### config.mk
export PLATFORM = sky130hd
export DESIGN_NAME = serializer_8_1_v
export DESIGN_NICKNAME = d
export VERILOG_FILES = /design/src/rtl/serializer_8_1_v_pkg.sv /design/src/rtl/MUX_8_1_v__behavior.sv /design/src/rtl/serializer_8_1_v.sv
export SDC_FILE = /design/constraint.sdc
export NUM_CORES = 1
export LEC_CHECK = 0
export ABC_AREA = 1
export CAP_MARGIN = 15
export CORE_MARGIN = 10
export CORE_UTILIZATION = 50
export CTS_BUF_LIST = sky130_fd_sc_hd__clkbuf_4 sky130_fd_sc_hd__clkbuf_8
export CTS_CLUSTER_SIZE = 20
export DETAILED_ROUTE_END_ITERATION = 10
export GPL_ROUTABILITY_DRIVEN = 0
export PLACE_DENSITY = 0.9
export SETUP_SLACK_MARGIN = 0.1
export SLEW_MARGIN = 40
export SYNTH_ARGS = -nofsm -noshare
export SYNTH_HDL_FRONTEND = slang
export SYNTH_HIERARCHICAL = 1
export SYNTH_SLANG_ARGS = --single-unit
### constraint.sdc
create_clock -name i_clk -period 2.3 [get_ports i_clk]
set_input_delay 0.23 -clock i_clk [delete_from_list [all_inputs] [get_ports i_clk]]
set_output_delay 0.23 -clock i_clk [all_outputs]
set_load 0.02 [all_outputs]
### src/rtl/serializer_8_1_v_pkg.sv
// Shared types and constants for the 8:1 serializer and its bit-select mux.
package serializer_8_1_v_pkg;

    localparam int unsigned SEL_W  = 3;
    localparam int unsigned WORD_W = 8;

    typedef enum logic {
        IDLE  = 1'b0,
        SHIFT = 1'b1
    } state_t;

    // Select-counter start/end values for each bit order
    localparam logic [SEL_W-1:0] SEL_START_LSB = SEL_W'(0);
    localparam logic [SEL_W-1:0] SEL_END_LSB   = SEL_W'(7);
    localparam logic [SEL_W-1:0] SEL_START_MSB = SEL_W'(7);
    localparam logic [SEL_W-1:0] SEL_END_MSB   = SEL_W'(0);

    function automatic logic [SEL_W-1:0] sel_start(input logic msb_first);
        return msb_first ? SEL_START_MSB : SEL_START_LSB;
    endfunction

    function automatic logic [SEL_W-1:0] sel_end(input logic msb_first);
        return msb_first ? SEL_END_MSB : SEL_END_LSB;
    endfunction

    // One step toward the end value; only called while short of it, so never wraps
    function automatic logic [SEL_W-1:0] sel_step(input logic [SEL_W-1:0] sel,
                                                  input logic             msb_first);
        return msb_first ? SEL_W'(sel - SEL_W'(1)) : SEL_W'(sel + SEL_W'(1));
    endfunction

endpackage

### src/rtl/MUX_8_1_v__behavior.sv
// Behavioural 8:1 mux: returns the data bit addressed by sel.
module MUX_8_1_v__behavior
    import serializer_8_1_v_pkg::*;
(
    input  logic [WORD_W-1:0] data,
    input  logic [SEL_W-1:0]  sel,
    output logic              y
);

    always_comb begin
        y = 1'b0;
        case (sel)
            3'd0: y = data[0];
            3'd1: y = data[1];
            3'd2: y = data[2];
            3'd3: y = data[3];
            3'd4: y = data[4];
            3'd5: y = data[5];
            3'd6: y = data[6];
            3'd7: y = data[7];
            default: y = 1'b0;
        endcase
    end

endmodule

### src/rtl/serializer_8_1_v.sv
// 8-bit parallel-to-serial converter with valid/ready intake, flush and
// selectable bit order; bits are picked from the held word by an 8:1 mux.
module serializer_8_1_v
    import serializer_8_1_v_pkg::*;
#(
    parameter bit MSB_FIRST = 1'b0
) (
    input  logic              i_clk,
    input  logic              i_rst,
    input  logic              i_valid,
    output logic              o_ready,
    input  logic [WORD_W-1:0] i_code,
    input  logic              i_flush,
    output logic [SEL_W-1:0]  o_sel_code,
    output logic              o_f,
    output logic              o_f_valid,
    output logic              o_first,
    output logic              o_last,
    output logic              o_busy
);

    localparam logic [SEL_W-1:0] SEL_START = sel_start(MSB_FIRST);
    localparam logic [SEL_W-1:0] SEL_END   = sel_end(MSB_FIRST);

    state_t            state;
    state_t            state_next;
    logic [WORD_W-1:0] word_q;
    logic [WORD_W-1:0] word_next;
    logic [SEL_W-1:0]  sel_q;
    logic [SEL_W-1:0]  sel_next;
    logic              ready_en_q;
    logic              accept_c;

    // Registered state; ready_en_q keeps o_ready low through reset
    always_ff @(posedge i_clk) begin
        if (i_rst) begin
            state      <= IDLE;
            word_q     <= '0;
            sel_q      <= SEL_START;
            ready_en_q <= 1'b0;
        end else begin
            state      <= state_next;
            word_q     <= word_next;
            sel_q      <= sel_next;
            ready_en_q <= 1'b1;
        end
    end

    assign o_busy     = (state == SHIFT);
    assign o_f_valid  = (state == SHIFT);
    assign o_first    = (state == SHIFT) && (sel_q == SEL_START);
    assign o_last     = (state == SHIFT) && (sel_q == SEL_END);
    assign o_ready    = ready_en_q && ((state == IDLE) || o_last);
    assign o_sel_code = sel_q;
    assign accept_c   = i_valid && o_ready && !i_flush;

    // Next state: flush beats accept; the word is cleared on every return to
    // IDLE so the mux output reads 0 there.
    always_comb begin
        state_next = state;
        word_next  = word_q;
        sel_next   = sel_q;
        if (i_flush) begin
            state_next = IDLE;
            word_next  = '0;
            sel_next   = SEL_START;
        end else if (accept_c) begin
            state_next = SHIFT;
            word_next  = i_code;
            sel_next   = SEL_START;
        end else begin
            case (state)
                SHIFT: begin
                    if (o_last) begin
                        state_next = IDLE;
                        word_next  = '0;
                        sel_next   = SEL_START;
                    end else begin
                        sel_next = sel_step(sel_q, MSB_FIRST);
                    end
                end
                default: begin
                    state_next = state;
                end
            endcase
        end
    end

    MUX_8_1_v__behavior u_mux (
        .data (word_q),
        .sel  (sel_q),
        .y    (o_f)
    );

endmodule

==> impl_metrics.prom, run 1 <==
# TYPE chip_impl_metric gauge
chip_impl_metric{name="max_freq",unit="GHz"} 0.4952
chip_impl_info{name="top_post_synthesis_cells_by_count",value="24 x nand3_1, 14 x nand2_1, 13 x dfxtp_1, 12 x a21oi_1, 8 x inv_1"} 1
chip_impl_metric{name="n_antenna_cell",unit=""} 0
chip_impl_metric{name="critPathArrivalTime",unit="ps"} 1790
chip_impl_info{name="path_common_cell",value="ha_1"} 1
chip_impl_metric{name="num-nets-final",unit=""} 126
chip_impl_metric{name="via_count_of_the_first_global_routing_pass",unit=""} 671
chip_impl_info{name="critical_path_top_delay_cell",value="dfxtp_1"} 1
chip_impl_metric{name="hold_ws",unit="ps"} 453.6
chip_impl_metric{name="drc",unit=""} 0
chip_impl_metric{name="finalSetupViolations",unit=""} 0
chip_impl_info{name="synth.most_common_cell",value="nand3_1"} 1
chip_impl_metric{name="grt_overflow_total",unit=""} 0
chip_impl_info{name="min_from",value="i_rst"} 1
chip_impl_metric{name="timing_worst_slew_pin_value",unit="ps"} 432.6
chip_impl_metric{name="synth_edf_count",unit=""} 0
chip_impl_metric{name="top_level_ports",unit=""} 21
chip_impl_metric{name="grt_use_total",unit="%"} 11.33
chip_impl_metric{name="finalHoldViolations",unit=""} 0
chip_impl_metric{name="whs_path_depth",unit=""} 2
chip_impl_metric{name="h-tree-depth",unit=""} 1
chip_impl_metric{name="synth-async-reset-ratio",unit="%"} 0
chip_impl_metric{name="r2r_slack",unit="ps"} 770
chip_impl_metric{name="static-leakage-power",unit="nW"} 0.3523
chip_impl_metric{name="io_buffer_count",unit=""} 20
chip_impl_metric{name="drive_gt1_share",unit="%"} 10.91
chip_impl_metric{name="die_x",unit="um"} 56.11
chip_impl_info{name="worst_r2r_endpoint",value="word_q[3]"} 1
chip_impl_info{name="criticalPathCategory",value="flop to output pin"} 1
chip_impl_metric{name="core_area",unit="um^2"} 1171
chip_impl_metric{name="wire_length_of_the_first_global_routing_pass",unit="mm"} 2.987
chip_impl_info{name="yosys-top-cells-area",value="dfxtp_1 40%, nand3_1 18%, a21oi_1 9.2%, nand2_1 8.1%, ha_1 5.8%"} 1
chip_impl_info{name="hold_path_class",value="input pin to flop"} 1
chip_impl_info{name="tritoncts_clock_tree",value="done"} 1
chip_impl_metric{name="report.final.slew_viol_count",unit=""} 0
chip_impl_metric{name="number_of_antenna_violations_at_the_first_check_in_global_routing",unit=""} 0
chip_impl_metric{name="netlist.area_leader.share",unit="%"} 39.92
chip_impl_metric{name="mappedNetlistNets",unit=""} 102
chip_impl_metric{name="slew_headroom",unit="%"} 71.12
chip_impl_metric{name="die_height",unit="um"} 56.11
chip_impl_metric{name="worst_ir_drop_vdd",unit="mV"} 0.3133
chip_impl_metric{name="routed_wl",unit="mm"} 1.714
chip_impl_metric{name="maxCapViolations",unit=""} 0
chip_impl_metric{name="synth_seq_cells",unit=""} 13
chip_impl_info{name="crit_path_cell_trace",value="ha_1 > ha_1 > inv_2 > a21boi_4 > dlygate4sd2_1"} 1
chip_impl_metric{name="synth_sequential_area_ratio",unit="%"} 39.92
chip_impl_metric{name="dr.first_iter.drc_count",unit=""} 23
chip_impl_info{name="ys_dominant_reg_cell",value="dfxtp_1"} 1
chip_impl_metric{name="post_layout_minimum_cycle_time",unit="ps"} 2019
chip_impl_metric{name="clkLatencyLatePin",unit="ps"} 270
chip_impl_metric{name="floorplan.initialDensity",unit="%"} 55.66
chip_impl_metric{name="std_cell_rows",unit=""} 12
chip_impl_metric{name="syn2layout_area_growth",unit="%"} 36.85
chip_impl_metric{name="die_area",unit="um^2"} 3148
chip_impl_info{name="root_buffer",value="clkbuf_4"} 1
chip_impl_metric{name="synthesis.yosys.warnings",unit=""} 6
chip_impl_metric{name="clk_transition_reported_paths",unit="ps"} 80
chip_impl_metric{name="power.density",unit="nW/um^2"} 488.1
chip_impl_metric{name="depth_of_the_worst_register_to_register_path",unit=""} 7
chip_impl_metric{name="cts_num_sinks",unit=""} 13
chip_impl_metric{name="postSynthCellCount",unit=""} 87
chip_impl_metric{name="final_min_period_over_clock_period",unit="%"} 87.80
chip_impl_metric{name="syn_area_per_cell",unit="um^2"} 7.493
chip_impl_metric{name="cts-hold-fix-buffers",unit=""} 0
chip_impl_metric{name="post_synth_instance_area",unit="um^2"} 651.9
chip_impl_metric{name="vias",unit=""} 664
chip_impl_info{name="grt_setup_unrepaired",value="false"} 1
chip_impl_metric{name="cts-root-to-sink-buffers",unit=""} 2
chip_impl_metric{name="worst-path-max-fanout",unit=""} 9
chip_impl_info{name="critical_path.reg2reg.startpoint",value="o_sel_code[1]"} 1
chip_impl_info{name="worst_setup_path_start_kind",value="flop"} 1
chip_impl_metric{name="final_sum_of_negative_setup_slack",unit="ps"} 0
chip_impl_info{name="outcome",value="completed"} 1
chip_impl_info{name="min_delay_worst_endpoint",value="ready_en_q"} 1
chip_impl_metric{name="grt_start_max_net_pins",unit=""} 13
chip_impl_metric{name="skew",unit="ps"} 2.635
chip_impl_metric{name="detail_route.vias_per_cell",unit=""} 5.355
chip_impl_metric{name="cp_slowest_stage_delay",unit="ps"} 420
chip_impl_info{name="critPathCaptureType",value="output pin"} 1
chip_impl_metric{name="fillers",unit=""} 104
chip_impl_metric{name="synth_cell_types",unit=""} 15
chip_impl_metric{name="drt-pass1-iter-count",unit=""} 4
chip_impl_metric{name="wl_per_cell",unit="um"} 13.82
chip_impl_metric{name="dp_hpwl",unit="mm"} 1.340
chip_impl_metric{name="cts_inserted_buffers",unit=""} 3
chip_impl_metric{name="timing.critical_path.required",unit="ps"} 2070
chip_impl_metric{name="drtAntennaViolNets",unit=""} 0
chip_impl_info{name="synth_largest_area_cell",value="dfxtp_1"} 1
chip_impl_metric{name="cts_post_setup_buffers_inserted",unit=""} 0
-- state kept, by name (all words and copies together) (netlist names) --
| signal | count |
|---|---|
| o_busy | 1 |
| o_sel_code | 3 |
| word_q | 8 |
| ready_en_q | 1 |
-- worst max-delay path, delay by kind of cell (launching register included) --
kind                       cells  cell delay [ps]
buffers and inverters          2              460
DFF                            1              420
adders and majority gates      2              400
AOI/OAI and AO/OA              1              240
-- area by class of cell --
type                    instances  area, um^2  area share, %
multi-input cells              61       334.1          37.45
repair buffers                 21       209.0          23.42
flip-flops and latches         13       260.3          29.17
well taps                      14       17.52          1.964
inverters                      11       41.29          4.628
clock buffers                   4       30.03          3.366
-- layout by cell type (no fill, tap or decap), drive strengths merged --
cell / netlist / layout
a21boi: 1 / 1
a21oi: 12 / 12
buf: 2 / 1
clkbuf: 0 / 4
clkdlybuf4s50: 0 / 18
clkinv: 1 / 1
dfxtp: 13 / 13
dlygate4sd2: 0 / 1
dlymetal6s2s: 0 / 1
ha: 3 / 3
inv: 10 / 10
nand2: 14 / 14
nand3: 25 / 25
nor2: 5 / 5
or2: 1 / 1
-- what timing repair did --
action                     CTS  global route
cloned                       0             0
gates resized for setup      2             1
setup endpoints to repair    2             1
-- kinds of logic (layout without fill, tap and decap cells) --
logic type / count (synthesis) / after routing / share of synthesized area [%]
adder cells (fa/ha/maj): 3 / 3 / 5.759
AO/OA/AOI/OAI: 13 / 13 / 12.09
AND/OR/NAND/NOR: 45 / 45 / 33.01
buffers and inverters: 13 / 36 / 9.213
flip-flops: 13 / 13 / 39.92
-- power by group --
part,internal [mW],switching [mW]
clock network,0.0790,0.0741
registers,0.228,0.00352
logic,0.0277,0.0229
total,0.335,0.100
-- how the worst max path moves through the flow --
stage                  startpoint         to  slack (ps)
floorplan           o_sel_code[0]  word_q[0]         740
global placement    o_sel_code[1]    o_ready         390
detailed placement  o_sel_code[1]    o_ready         350
CTS                 o_sel_code[1]     o_last         160
global route        o_sel_code[1]    o_ready         160
finish              o_sel_code[1]    o_ready         280
-- stage by stage --
| stage | power, mW | worst slack [ps] | util, % | instance area, um^2 | std cells |
|---|---|---|---|---|---|
| after floorplan | 0.2597 | 744.9 | - | 651.9 | 87 |
| after global placement | 0.2870 | 390.4 | 73.29 | 858.3 | 120 |
| after CTS | 0.4368 | 156.3 | 75.96 | 889.6 | 124 |
| final | 0.4354 | 280.7 | 76.18 | 892.1 | 124 |
| after global routing | 0.4538 | 159.1 | 76.18 | 892.1 | 124 |
| after detailed placement | 0.2881 | 351.5 | 73.29 | 858.3 | 120 |
-- routing by layer --
layer  GRT usage [%]  vias to the layer above  routed length, um
met1           12.75                      301                703
met2           19.06                       23                874
met3           2.506                        2                112
met4           6.143                        0                 23
met5               0                        -                  0
li1                -                      338                  -
Power figures use the tool's default switching activity.
==> inputs of run 2 (changes only) <==
--- a/config.mk
+++ b/config.mk
@@ -7,13 +7,15 @@
 export LEC_CHECK = 0
 export ABC_AREA = 1
 export CAP_MARGIN = 15
+export CELL_PAD_IN_SITES_DETAIL_PLACEMENT = 0
+export CELL_PAD_IN_SITES_GLOBAL_PLACEMENT = 1
 export CORE_MARGIN = 10
-export CORE_UTILIZATION = 50
+export CORE_UTILIZATION = 35
 export CTS_BUF_LIST = sky130_fd_sc_hd__clkbuf_4 sky130_fd_sc_hd__clkbuf_8
 export CTS_CLUSTER_SIZE = 20
 export DETAILED_ROUTE_END_ITERATION = 10
-export GPL_ROUTABILITY_DRIVEN = 0
-export PLACE_DENSITY = 0.9
+export GPL_ROUTABILITY_DRIVEN = 1
+export PLACE_DENSITY = 0.89
 export SETUP_SLACK_MARGIN = 0.1
 export SLEW_MARGIN = 40
 export SYNTH_ARGS = -nofsm -noshare
==> run 2 against run 1 <==
First-iteration DRC count decreased by 74%. Fmax rose by 5.3%. Highest routed layer unchanged. Combinational power is 4% higher. Routed wire length fell by 8.5%. Utilization decreased by 24 points. Die area increased by 27%.
==> impl_metrics.prom, run 2 (synthesized netlist as in run 1, its figures left out) <==
# TYPE chip_impl_metric gauge
chip_impl_metric{name="combPwrFrac",unit="%"} 12.0
chip_impl_metric{name="finalSetupViolations",unit=""} 0
chip_impl_metric{name="drive_gt1_share",unit="%"} 10.91
chip_impl_info{name="hold_path_class",value="input pin to flop"} 1
chip_impl_metric{name="net-switching-power",unit="uW"} 99.51
chip_impl_metric{name="clkLatencyLatePin",unit="ps"} 280
chip_impl_metric{name="h-tree-depth",unit=""} 1
chip_impl_metric{name="wire_length_of_the_first_global_routing_pass",unit="mm"} 2.780
chip_impl_metric{name="cts-hold-fix-buffers",unit=""} 0
chip_impl_metric{name="via_count_of_the_first_global_routing_pass",unit=""} 672
chip_impl_metric{name="drtAntennaViolNets",unit=""} 0
chip_impl_metric{name="timing_worst_slew_pin_value",unit="ps"} 410.9
chip_impl_metric{name="met3_length",unit="um"} 64
chip_impl_metric{name="fillers",unit=""} 183
chip_impl_info{name="layout.cells.most_common_list",value="24 x nand3_1, 18 x clkdlybuf4s50_1, 14 x nand2_1"} 1
chip_impl_metric{name="drt-pass1-iter-count",unit=""} 4
chip_impl_metric{name="detail_route.vias_per_cell",unit=""} 4.874
chip_impl_metric{name="std_cell_rows",unit=""} 15
chip_impl_metric{name="max_freq",unit="GHz"} 0.5213
chip_impl_metric{name="critPathArrivalTime",unit="ps"} 1690
chip_impl_metric{name="maxCapViolations",unit=""} 0
chip_impl_metric{name="postPlaceCellArea",unit="um^2"} 872.1
chip_impl_metric{name="hold_ws",unit="ps"} 449.7
chip_impl_info{name="max_flop_register",value="word_q"} 1
chip_impl_metric{name="multi_input_area",unit="um^2"} 331.6
chip_impl_metric{name="num-nets-final",unit=""} 126
chip_impl_metric{name="number_of_antenna_violations_at_the_first_check_in_global_routing",unit=""} 0
chip_impl_metric{name="drc",unit=""} 0
chip_impl_metric{name="dp_hpwl",unit="mm"} 1.312
chip_impl_info{name="outcome",value="completed"} 1
chip_impl_info{name="grt_setup_unrepaired",value="false"} 1
chip_impl_metric{name="switching_share",unit="%"} 22.81
chip_impl_metric{name="syn2layout_area_growth",unit="%"} 38.77
chip_impl_metric{name="die_height",unit="um"} 63.16
chip_impl_info{name="tritoncts_clock_tree",value="done"} 1
chip_impl_metric{name="grt_overflow_total",unit=""} 0
chip_impl_metric{name="die_area",unit="um^2"} 3989
chip_impl_metric{name="cts_num_sinks",unit=""} 13
chip_impl_metric{name="wl_per_cell",unit="um"} 11.61
chip_impl_metric{name="worst-path-max-fanout",unit=""} 9
chip_impl_metric{name="place.gp.congestion",unit=""} 0.7540
chip_impl_metric{name="finalHoldViolations",unit=""} 0
chip_impl_info{name="root_buffer",value="clkbuf_4"} 1
chip_impl_metric{name="cts_inserted_buffers",unit=""} 3
chip_impl_metric{name="met2_wirelength",unit="um"} 729
chip_impl_metric{name="io_buffer_count",unit=""} 20
chip_impl_metric{name="static-leakage-power",unit="nW"} 0.3453
chip_impl_metric{name="clk_transition_reported_paths",unit="ps"} 70
chip_impl_metric{name="timing.critical_path.required",unit="ps"} 2070
chip_impl_info{name="worst_setup_path_start_kind",value="flop"} 1
chip_impl_metric{name="skew",unit="ps"} 2.437
chip_impl_metric{name="cts-root-to-sink-buffers",unit=""} 2
chip_impl_metric{name="worst_ir_drop_vdd",unit="mV"} 0.2375
chip_impl_metric{name="m1WireLength",unit="um"} 722
chip_impl_metric{name="power.density",unit="nW/um^2"} 482.2
chip_impl_metric{name="final_min_period_over_clock_period",unit="%"} 83.41
chip_impl_metric{name="p_seq_share",unit="%"} 53.1
chip_impl_metric{name="die_x",unit="um"} 63.16
chip_impl_metric{name="dr.first_iter.drc_count",unit=""} 6
chip_impl_info{name="critPathCaptureType",value="output pin"} 1
chip_impl_metric{name="core_area",unit="um^2"} 1745
chip_impl_metric{name="final_area",unit="um^2"} 904.6
chip_impl_metric{name="routed_wl",unit="mm"} 1.568
chip_impl_metric{name="slew_headroom",unit="%"} 72.57
chip_impl_metric{name="grt_use_total",unit="%"} 8.411
chip_impl_metric{name="floorplan.initialDensity",unit="%"} 37.35
chip_impl_metric{name="n_antenna_cell",unit=""} 0
chip_impl_metric{name="top_level_ports",unit=""} 21
chip_impl_info{name="layout.cells.most_common",value="nand3_1"} 1
chip_impl_info{name="highest-signal-layer",value="met4"} 1
chip_impl_info{name="criticalPathCategory",value="flop to output pin"} 1
chip_impl_metric{name="grt_start_max_net_pins",unit=""} 13
chip_impl_metric{name="final_sum_of_negative_setup_slack",unit="ps"} 0
chip_impl_metric{name="post_layout_minimum_cycle_time",unit="ps"} 1918
chip_impl_metric{name="register_area",unit="um^2"} 261.5
chip_impl_metric{name="vias",unit=""} 658
chip_impl_metric{name="intPower",unit="uW"} 336.7
chip_impl_metric{name="largest_register_ffs",unit=""} 8
chip_impl_metric{name="clock_power_share",unit="%"} 34.8
chip_impl_metric{name="report.final.slew_viol_count",unit=""} 0
-- run 2: what timing repair did --
item | 4_1_cts | 5_1_grt
gates resized for setup | 2 | 1
setup buffers | 0 | 0
endpoints found under the setup margin | 1 | 1
-- run 2: area by class of cell --
type	instances	area share (%)
Clock buffer	4	3.320
Inverter	11	4.564
Multi-Input combinational cell	61	36.65
Sequential cell	13	28.91
Tap cell	25	3.458
Timing Repair Buffer	21	23.10
-- run 2: critical path, cell delays in order (launching register included) --
cell and delay (ps):
dfxtp_1 420, ha_1 190, ha_1 170, nand2_1 190, inv_1 110, dlygate4sd2_1 340
-- run 2: metrics by stage --
step,setup slack (ps),std cells,utilization (%),power (mW)
after detailed placement,330.9,131,49.96,0.2901
final,381.7,135,51.83,0.4362
after floorplan,744.9,87,-,0.2597
after CTS,169.8,135,51.68,0.4410
after global placement,393.3,131,49.96,0.2894
after global routing,242.9,135,51.83,0.4540
-- run 2: path summary, 6_finish.rpt --
| path | from | endpoint | slack (ps) | cells after the start |
|---|---|---|---|---|
| worst max-delay path | o_sel_code[1] | o_last | 380 | 5 |
| worst min-delay path | i_rst | ready_en_q | 450 | 2 |
| worst max register to register | o_sel_code[0] | o_sel_code[0] | 840 | 7 |
| worst min register to register | word_q[6] | word_q[6] | 490 | 2 |
-- run 2: metal layers --
metal | up-vias | global-route usage (%)
met5 | - | 0
met4 | 0 | 6.983
met3 | 5 | 2.297
met2 | 16 | 13.07
met1 | 300 | 9.307
li1 | 337 | -
-- run 2: power groups by stage --
stage | Combinational (mW) | Sequential, mW | Clock (mW)
2_1_floorplan | 0.0235 | 0.236 | 0
3_3_place_gp | 0.0524 | 0.237 | 0
3_5_place_dp | 0.0529 | 0.237 | 0
4_1_cts | 0.0532 | 0.232 | 0.156
5_1_grt | 0.0572 | 0.232 | 0.164
6_report | 0.0525 | 0.232 | 0.152
